==> src/rtl/ref_tracker.sv <==
// ---------------------------------------------------------------------------
// ref_tracker
//
// Measures the period of an external reference pin in system clock cycles and
// turns it into a DDS phase increment floor(2^32 / P). It also reports
// whether the reference is stable (locked) or missing (noref).
//
// Ports
//   clk        in   1      system clock
//   rst        in   1      synchronous reset, active-low
//   refin      in   1      asynchronous reference pin
//   phase_inc  out  32     DDS phase increment, floor(2^32 / P), registered
//   inc_valid  out  1      one-cycle strobe in the cycle phase_inc changes
//   period     out  CNT_W  last accepted period, in cycles
//   locked     out  1      LOCK_N consecutive in-tolerance periods seen
//   noref      out  1      no valid reference (after reset or timeout)
//   dbg_state  out  2      divider FSM state (0 IDLE, 1 DIV, 2 DONE)
//
// Strobe semantics: inc_valid has no back-pressure. It is high for exactly
// one cycle, and phase_inc and locked already show their new values in that
// cycle. A consumer must sample in that cycle.
//
// MIN_PERIOD must be at least 40. The divider needs 34 cycles from an
// accepted edge back to IDLE, so the next accepted edge always finds it idle.
// ---------------------------------------------------------------------------
module ref_tracker #(
    parameter int CNT_W      = 20,
    parameter int MIN_PERIOD = 64,
    parameter int TOL_SH     = 4,
    parameter int LOCK_N     = 4
) (
    input  logic             clk,
    input  logic             rst,
    input  logic             refin,
    output logic [31:0]      phase_inc,
    output logic             inc_valid,
    output logic [CNT_W-1:0] period,
    output logic             locked,
    output logic             noref,
    output logic [1:0]       dbg_state
);

    localparam int LC_W = $clog2(LOCK_N + 1);

    typedef enum logic [1:0] {
        S_IDLE = 2'd0,
        S_DIV  = 2'd1,
        S_DONE = 2'd2
    } state_t;

    state_t            r_state;
    state_t            w_state_nx;
    logic              w_inc_valid;

    // Input conditioning
    logic              r_s1, r_s2, r_d;

    // Measurement and status
    logic [CNT_W-1:0]  r_cnt;
    logic              r_armed;
    logic              r_noref;
    logic [CNT_W-1:0]  r_period;
    logic [31:0]       r_phase_inc;
    logic              r_locked;
    logic [LC_W-1:0]   r_lock_cnt;
    logic [CNT_W-1:0]  r_prev;
    logic              r_prev_valid;

    // Divider datapath
    logic [CNT_W-1:0]  r_div;
    logic [CNT_W:0]    r_rem;
    logic [31:0]       r_quo;
    logic [5:0]        r_iter;

    logic              w_edge, w_sat, w_arm, w_accept, w_start, w_last;
    logic [CNT_W:0]    w_rem_sh, w_rem_nx;
    logic              w_ge;
    logic [31:0]       w_quo_nx;
    logic [CNT_W-1:0]  w_diff, w_tol;
    logic              w_in_tol;

    assign w_edge   = r_s2 & ~r_d;
    assign w_sat    = (r_cnt == {CNT_W{1'b1}});
    // A saturated counter means timeout. The timeout takes priority, and an
    // edge in that same cycle only re-arms.
    assign w_arm    = w_edge & ~r_armed;
    assign w_accept = w_edge & r_armed & ~w_sat & (r_cnt >= CNT_W'(MIN_PERIOD));
    assign w_start  = w_accept & (r_state == S_IDLE);
    assign w_last   = (r_state == S_DIV) & (r_iter == 6'd1);

    // One restoring-division step. The stored remainder is always below the
    // divisor, so the left shift cannot lose a set bit.
    assign w_rem_sh = r_rem << 1;
    assign w_ge     = (w_rem_sh >= {1'b0, r_div});
    assign w_rem_nx = w_ge ? (w_rem_sh - {1'b0, r_div}) : w_rem_sh;
    assign w_quo_nx = {r_quo[30:0], w_ge};

    // Lock tolerance: |P - P_prev| <= P_prev >> TOL_SH
    assign w_diff   = (r_div >= r_prev) ? (r_div - r_prev) : (r_prev - r_div);
    assign w_tol    = r_prev >> TOL_SH;
    assign w_in_tol = (w_diff <= w_tol);

    always_ff @(posedge clk) begin
        if (!rst) begin
            r_state <= S_IDLE;
        end else begin
            r_state <= w_state_nx;
        end
    end

    always_comb begin
        w_state_nx  = r_state;
        w_inc_valid = 1'b0;
        case (r_state)
            S_IDLE: if (w_start) w_state_nx = S_DIV;
            S_DIV:  if (r_iter == 6'd1) w_state_nx = S_DONE;
            S_DONE: begin
                w_inc_valid = 1'b1;
                w_state_nx  = S_IDLE;
            end
            default: w_state_nx = S_IDLE;
        endcase
    end

    always_ff @(posedge clk) begin
        if (!rst) begin
            r_s1         <= 1'b0;
            r_s2         <= 1'b0;
            r_d          <= 1'b0;
            r_cnt        <= '0;
            r_armed      <= 1'b0;
            r_noref      <= 1'b1;
            r_period     <= '0;
            r_phase_inc  <= '0;
            r_locked     <= 1'b0;
            r_lock_cnt   <= '0;
            r_prev       <= '0;
            r_prev_valid <= 1'b0;
            r_div        <= '0;
            r_rem        <= '0;
            r_quo        <= '0;
            r_iter       <= '0;
        end else begin
            r_s1 <= refin;
            r_s2 <= r_s1;
            r_d  <= r_s2;

            if (w_sat) begin
                r_cnt   <= w_edge ? CNT_W'(1) : r_cnt;
                r_armed <= w_edge;
            end else if (w_arm || w_accept) begin
                r_cnt   <= CNT_W'(1);
                r_armed <= 1'b1;
            end else begin
                r_cnt <= r_cnt + 1'b1;
            end

            // Dividend 2^32: the leading 1 is the initial remainder, and the
            // 32 zero bits below it are shifted in one per cycle.
            if (w_start) begin
                r_period <= r_cnt;
                r_noref  <= 1'b0;
                r_div    <= r_cnt;
                r_rem    <= (CNT_W + 1)'(1);
                r_quo    <= '0;
                r_iter   <= 6'd32;
            end else if (r_state == S_DIV) begin
                r_rem  <= w_rem_nx;
                r_quo  <= w_quo_nx;
                r_iter <= r_iter - 1'b1;
            end

            // Registered on the last DIV cycle, so the results are visible
            // in the DONE cycle together with inc_valid.
            if (w_last) begin
                r_phase_inc  <= w_quo_nx;
                r_prev       <= r_div;
                r_prev_valid <= 1'b1;
                if (r_prev_valid) begin
                    if (w_in_tol) begin
                        if (r_lock_cnt < LC_W'(LOCK_N)) r_lock_cnt <= r_lock_cnt + 1'b1;
                        if (r_lock_cnt >= LC_W'(LOCK_N - 1)) r_locked <= 1'b1;
                    end else begin
                        r_lock_cnt <= '0;
                        r_locked   <= 1'b0;
                    end
                end
            end

            if (w_sat) begin
                r_noref      <= 1'b1;
                r_locked     <= 1'b0;
                r_lock_cnt   <= '0;
                r_prev_valid <= 1'b0;
            end
        end
    end

    assign phase_inc = r_phase_inc;
    assign inc_valid = w_inc_valid;
    assign period    = r_period;
    assign locked    = r_locked;
    assign noref     = r_noref;
    assign dbg_state = r_state;

endmodule
==> config.mk <==
export PLATFORM = sky130hd
export DESIGN_NAME = ref_tracker
export DESIGN_NICKNAME = d
export VERILOG_FILES = /design/src/rtl/ref_tracker.sv
export SDC_FILE = /design/constraint.sdc
export NUM_CORES = 1
export LEC_CHECK = 0
export ABC_AREA = 0
export ABC_CLOCK_PERIOD_IN_PS = 8200
export CAP_MARGIN = 20
export CORE_ASPECT_RATIO = 1.5
export CORE_MARGIN = 2
export CORE_UTILIZATION = 67
export CTS_BUF_LIST = sky130_fd_sc_hd__clkbuf_8
export DETAILED_ROUTE_END_ITERATION = 8
export PLACE_DENSITY = 0.89
export REMOVE_ABC_BUFFERS = 1
export SLEW_MARGIN = 20
export SYNTH_ARGS = -nofsm -noshare
export SYNTH_HDL_FRONTEND = slang
export SYNTH_SLANG_ARGS = --single-unit
==> constraint.sdc <==
create_clock -name clk -period 8.2 [get_ports clk]
set_input_delay 1.64 -clock clk [delete_from_list [all_inputs] [get_ports clk]]
set_output_delay 1.64 -clock clk [all_outputs]
set_load 0.02 [all_outputs]
After elaboration in Yosys (flattened, before gate mapping) --
Cells that the tools add are included.
Operators by class: $add $sub $neg 6, bitwise gates (word level) 11, reductions and logical operators 9, muxes and demuxes 19, eq/ne operators 9, $lt $le $gt $ge 6
Operator list (count):
- 2-to-1 mux 20 bit | 5
- subtractor 20 bit | 3
- greater-or-equal comparator 21 x 20 -> 1 bit | 1
- adder 20 x 1 -> 20 bit (second input constant) | 1
- == test 20 bit (second input constant) | 1
- greater-or-equal comparator 20 bit | 1
- greater-or-equal comparator 20 x 7 -> 1 bit (second input constant) | 1
- <= comparator 20 x 16 -> 1 bit | 1
- 2-to-1 mux 6 bit | 2
- AND 1 bit | 7
- 2-to-1 mux 1 bit | 7
- == test 6 x 1 -> 1 bit (second input constant) | 1
- 2-to-1 mux 3 bit | 2
- inequality test 2 x 1 -> 1 bit (second input constant) | 3
- AND reduction 3 bit | 2
- subtractor 6 x 1 -> 6 bit (second input constant) | 1
- 2-to-1 mux 2 bit | 2
- inequality test 2 bit (second input constant) | 2
- inverter 1 bit | 4
- one-hot mux 2 bit (2 select lines) | 1
- nonzero test 2 bit | 2
- OR reduction 2 bit | 2
- adder 3 x 1 -> 3 bit (second input constant) | 1
- greater-or-equal comparator 3 x 2 -> 1 bit (second input constant) | 1
- other kinds (6) | 6
Storage, ports and cells: word-level logic and storage cells 78, register bits after elaboration 161, output and inout bits 57

Logic depth before layout (Yosys ltp) --
depth in word-level cells 8, mapped depth 24, gate-level depth less buffers 23

Worst setup path before layout --
OpenSTA, ideal clock, no wires.
kind register -> register, start register r_div[11], end register r_locked (netlist: locked), clock period less this slack 4.619 ns, slack 3.581 ns, arrival 4.484 ns, data required time 8.065 ns, stages on the path, launching flop included 23, buffers on the path 1, cells stage by stage dfxtp_1 -> inv_1 -> ha_1 -> buf_6 -> a21oi_2 -> o22ai_1 -> o41a_1 -> o41a_4 -> clkinv_4 -> a31oi_1 -> a221o_1 -> a221oi_2 -> xnor2_1 -> ha_1 -> and4_1 -> nand2_1 -> a21oi_1 -> a211oi_1 -> o21ai_0 -> o31a_1 -> nor4b_1 -> o311ai_1 -> a21oi_1
On the way: cells in the longest elaborated chain, start to end 5
RTL lines:
- start: declaration | line 70 | logic [CNT_W-1:0] r_div;
- start signal: assignment | line 163 | r_div <= r_cnt;
- subtractor 20 bit / greater-or-equal comparator 20 bit (equally long branches) | line 99 | assign w_diff = (r_div >= r_prev) ? (r_div - r_prev) : (r_prev - r_div);
- 2-to-1 mux 20 bit * | line 99
- <= comparator 20 x 16 -> 1 bit * | line 101 | assign w_in_tol = (w_diff <= w_tol);
- inequality test 2 x 1 -> 1 bit (no line)
- AND reduction 3 bit (no line)
- end signal: assignment | line 135 | r_locked <= 1'b0;
- end signal: assignment | line 182 | if (r_lock_cnt >= LC_W'(LOCK_N - 1)) r_locked <= 1'b1;
- end signal: assignment | line 185 | r_locked <= 1'b0;
- end: declaration | line 64 | logic r_locked;
Every way passes the cells marked *; elsewhere a longest branch is shown, timed or not. A chain may end at the register's enable or synchronous reset.

Final worst setup path --
start register r_div[0], end register r_lock_cnt[2]
On the way: cells in the longest elaborated chain, start to end 5
RTL lines:
- subtractor 20 bit / greater-or-equal comparator 20 bit (equally long branches) | line 99
- 2-to-1 mux 20 bit * | line 99
- <= comparator 20 x 16 -> 1 bit * | line 101
- inequality test 2 x 1 -> 1 bit (no line)
- AND reduction 3 bit (no line)
- end signal: assignment | line 181 | if (r_lock_cnt < LC_W'(LOCK_N)) r_lock_cnt <= r_lock_cnt + 1'b1;
- end: declaration | line 65 | logic [LC_W-1:0] r_lock_cnt;
Marked as above.

==> results.txt <==
----------------------------------------------------
[Synth]
  Avg Synthesized Cell Area ... 7.92 sq um
  Netlist Area Pre-Place ... 9660 sq um
  Ys Warns ... 0
  Share of synthesized registers carrying an async set or reset ... 0
  Share of the yosys chip area belonging to registers ... 0.334
  #FFs+latches synth ... 161
  Number of different library cells in the post-synthesis netlist ... 65
  Number of enable-type register cells in the synthesized netlist ... 0
  Post-synthesis cell count ... 1220
  Top flip-flop cell by instance count after synthesis ... sky130_fd_sc_hd__dfxtp_1

[Cells and area]
  Proportion of layout cells with a drive suffix above 1 ... 0.0441
  Ant diodes ... 0
  Number of nets in the final layout ... 1321
  Most common cell after layout, fill and taps aside ... sky130_fd_sc_hd__nand2_1
  Area growth from synthesis to layout ... 10.6%
  Core occupancy in the finished layout ... 0.760
  Commonest non-fill, non-tap cells in the layout ... 238 x sky130_fd_sc_hd__nand2_1, 161 x sky130_fd_sc_hd__dfxtp_1, 108 x sky130_fd_sc_hd__a21oi_1

[Worst setup path]
  Cells on worst reg2reg path ... 23
  WP data required ... 8.55 ns
  Endpoint of the worst register-to-register path ... r_lock_cnt[2]$_SDFFE_PP0P_
  Startpoint of the lowest-slack register-to-register path ... r_div[0]$_SDFFE_PN0P_
  CP Max Fanout ... 25
  Category of the critical setup timing path ... reg -> reg
  Worst R2R Setup Slack ... 2.85 ns
  Worst path max stage delay ... 0.62 ns
  Crit path capture type ... flop
  Cell at the slowest stage of the critical path ... sky130_fd_sc_hd__o41a_4
  Worst Path Arrival ... 5.70 ns
  CP Launch Type ... flop
  Largest delay contributor family on the critical path ... compound AO/OA/AOI/OAI gates
  Cell-by-cell trace of the critical path ... inv_1, ha_1, inv_1, fa_1, a21o_1, a21oi_1, a211oi_1, o41a_4, clkinv_4, a31oi_1, a221o_1, a221oi_2, xnor2_1, ha_1, and4_1, nand2_1, a21oi_1, a211oi_1, o21ai_0, o31a_1, nor4b_1, o311ai_1, a21oi_1
  Most frequent cell on the critical path ... sky130_fd_sc_hd__a21oi_1
  Crit path buffers/inverters ... 3

[Clock tree]
  TritonCTS buffer count ... 17
  Clock tree root driver cell ... sky130_fd_sc_hd__clkbuf_8
  H-tree levels ... 4
  Post-cts gate resize count ... 0
  CTS tree ... built
  Maximum buffer depth of the clock tree ... 2
  Clock latency reported for the late side of the worst-skew pair ... 0.47 ns
  Total number of clock tree sinks ... 161
  Setup fix buffers added after clock tree synthesis ... 0
  Hold-fix buffers, CTS ... 0
  Clock-pin transition on the worst setup and hold timing paths ... 0.11 ns

[STA]
  Number of hold violations in the final report ... 0
  Measured slew at the worst slew-check pin ... 1.05 ns
  Post-route fraction of the period consumed by the critical path ... 0.653
  Highest clock rate ... 187 MHz
  Setup repair after global routing missed its margin ... false
  Final Max Slew Viols ... 0
  Final sum of negative setup slack ... 0 ns
  Endpoints failing setup ... 0
  Post-route setup slack ... 2.85 ns
  Setup Skew ... 0.0204 ns
  Clock period minus final worst setup slack ... 5.35 ns
  Max_slew headroom ... 0.299

[Global route]
  Via count of the first global-routing pass ... 8696
  Maximum number of pins on one net before global-route repair ... 78
  Global-route wire length before repair ... 43600 um
  Number of antenna violations at the first check in global routing ... 0
  GRT overflow ... 0
  Gr usage total ... 0.362

[Route]
  Number of design-rule violations left by the first detailed-router iteration ... 690
  Drt wl/cell ... 18.9 um
  Total detailed-routing wirelength ... 27200 um
  Post-DR vias/cell ... 6.15
  Via total after detailed routing ... 8854
  DRT antenna net count ... 0
  DRC ... 0
  Detailed Routing Iterations Pass 1 ... 6

[Placed design]
  Placer's final routability congestion estimate ... 0.989
  Pre-CTS worst setup slack ... 2.93 ns
  Port buffer count ... 59
  Hpwl dp ... 19500 um

[Power and ir drop]
  Static power due to leakage ... 4.13 nW
  Worst IR Drop VDD ... 141 uV
  Power per cell area ... 133 nW/um^2

[Worst hold path]
  Worst Hold Depth ... 1
  Hold crit path type ... reg -> reg
  Hold Crit Endpoint ... r_s2$_SDFF_PN0_
  Hold wc startpoint ... r_s1$_SDFF_PN0_

[Run]
  Reported max-cap violation count ... 0

[Floorplanning]
  Core footprint ... 14100 sq um
  Number of ports placed on the die boundary ... 60
  Die height ... 151 um
  Initial core utilization ... 0.687
  Horizontal extent of the die ... 102 um
  Row count ... 53
  Die area ... 15400 sq um

[Outcome]
  Outcome ... completed

----------------------------------------------------
[report_power, final]
| group | total, mW | internal (mW) | switching, mW |
|---|---|---|---|
| sequential | 0.786 | 0.783 | 0.00222 |
| clock | 0.609 | 0.236 | 0.373 |
| combinational | 0.0254 | 0.00887 | 0.0165 |
| total | 1.42 | 1.03 | 0.392 |
[per-stage QoR]
| stage | area [sq um] | total power [mW] | hold WS, ns | instances |
|---|---|---|---|---|
| 2_1_floorplan | 9360 | 0.817 | 0.412 | 1149 |
| 3_3_place_gp | 10300 | 0.828 | 0.415 | 1407 |
| 3_5_place_dp | 10300 | 0.828 | 0.421 | 1407 |
| 4_1_cts | 10700 | 1.42 | 0.446 | 1439 |
| 5_1_grt | 10700 | 1.45 | 0.472 | 1439 |
| 6_report | 10700 | 1.42 | 0.441 | 1439 |
[area by class of cell]
type	instances	area [sq um]
sequential	161	3220
clock inverter	15	193
fill	1007	3370
inverter	61	234
timing repair buffer	66	638
multi-input combinational	927	5930
tap	192	240
clock buffer	17	234
[how the worst max path moves through the flow]
stage,start,end,cells after the start
after floorplan,dbg_state[0]$_SDFFE_PN0P_,phase_inc[0]$_SDFFE_PN0P_,4
after global placement,r_div[0]$_SDFFE_PN0P_,r_lock_cnt[0]$_SDFFE_PP0P_,23
after detailed placement,r_div[0]$_SDFFE_PN0P_,r_lock_cnt[2]$_SDFFE_PP0P_,23
after CTS,r_div[0]$_SDFFE_PN0P_,r_lock_cnt[2]$_SDFFE_PP0P_,23
after global routing,r_div[9]$_SDFFE_PN0P_,r_lock_cnt[2]$_SDFFE_PP0P_,21
final,r_div[0]$_SDFFE_PN0P_,r_lock_cnt[2]$_SDFFE_PP0P_,23
[routing by layer]
metal	vias to the layer above	track usage	part of all wire
met3	85	0.0558	0.047
met2	304	0.641	0.52
met5	-	0	0
li1	4276	-	-
met4	0	0.231	0.062
met1	4189	0.397	0.37
[state kept, by name, summed over array words and instances, names as in the netlist, 2 cells and up]
register and flops:
phase_inc 32, r_prev 20, r_quo 31, r_div 20
r_lock_cnt 3, dbg_state 2, r_iter 6, r_rem 20
r_cnt 20
[cell families (layout without fill, tap and decap cells)]
logic type	after synthesis	in the layout	synth area share
compound gates	362	362	0.246
xor+xnor	45	45	0.0408
fa+ha+maj	84	84	0.111
buf+inv	132	159	0.0557
flops	161	161	0.334
mux	21	21	0.0220
simple gates	415	415	0.191
[worst reg2reg max path: stages (launching register included)]
cell and delay [ns]:
sky130_fd_sc_hd__dfxtp_1 0.40, sky130_fd_sc_hd__inv_1 0.11, sky130_fd_sc_hd__ha_1 0.16, sky130_fd_sc_hd__inv_1 0.05, sky130_fd_sc_hd__fa_1 0.38, sky130_fd_sc_hd__a21o_1 0.20
sky130_fd_sc_hd__a21oi_1 0.34, sky130_fd_sc_hd__a211oi_1 0.18, sky130_fd_sc_hd__o41a_4 0.62, sky130_fd_sc_hd__clkinv_4 0.14, sky130_fd_sc_hd__a31oi_1 0.12, sky130_fd_sc_hd__a221o_1 0.32
sky130_fd_sc_hd__a221oi_2 0.24, sky130_fd_sc_hd__xnor2_1 0.10, sky130_fd_sc_hd__ha_1 0.31, sky130_fd_sc_hd__and4_1 0.17, sky130_fd_sc_hd__nand2_1 0.08, sky130_fd_sc_hd__a21oi_1 0.15
sky130_fd_sc_hd__a211oi_1 0.06, sky130_fd_sc_hd__o21ai_0 0.15, sky130_fd_sc_hd__o31a_1 0.22, sky130_fd_sc_hd__nor4b_1 0.08, sky130_fd_sc_hd__o311ai_1 0.53, sky130_fd_sc_hd__a21oi_1 0.14
[cells in the mapped netlist (all sizes together), types with 21 or more instances]
cell type | number | area [sq um]
xnor2 | 31 | 272
ha | 81 | 1010
a21boi | 73 | 548
and2 | 21 | 131
a21oi | 110 | 558
inv | 60 | 225
a21o | 32 | 240
nor2 | 65 | 244
a211oi | 24 | 185
clkbuf | 55 | 206
dfxtp | 161 | 3220
nand2 | 238 | 893
o21ai | 57 | 285
(Power assumes the default switching activity.)
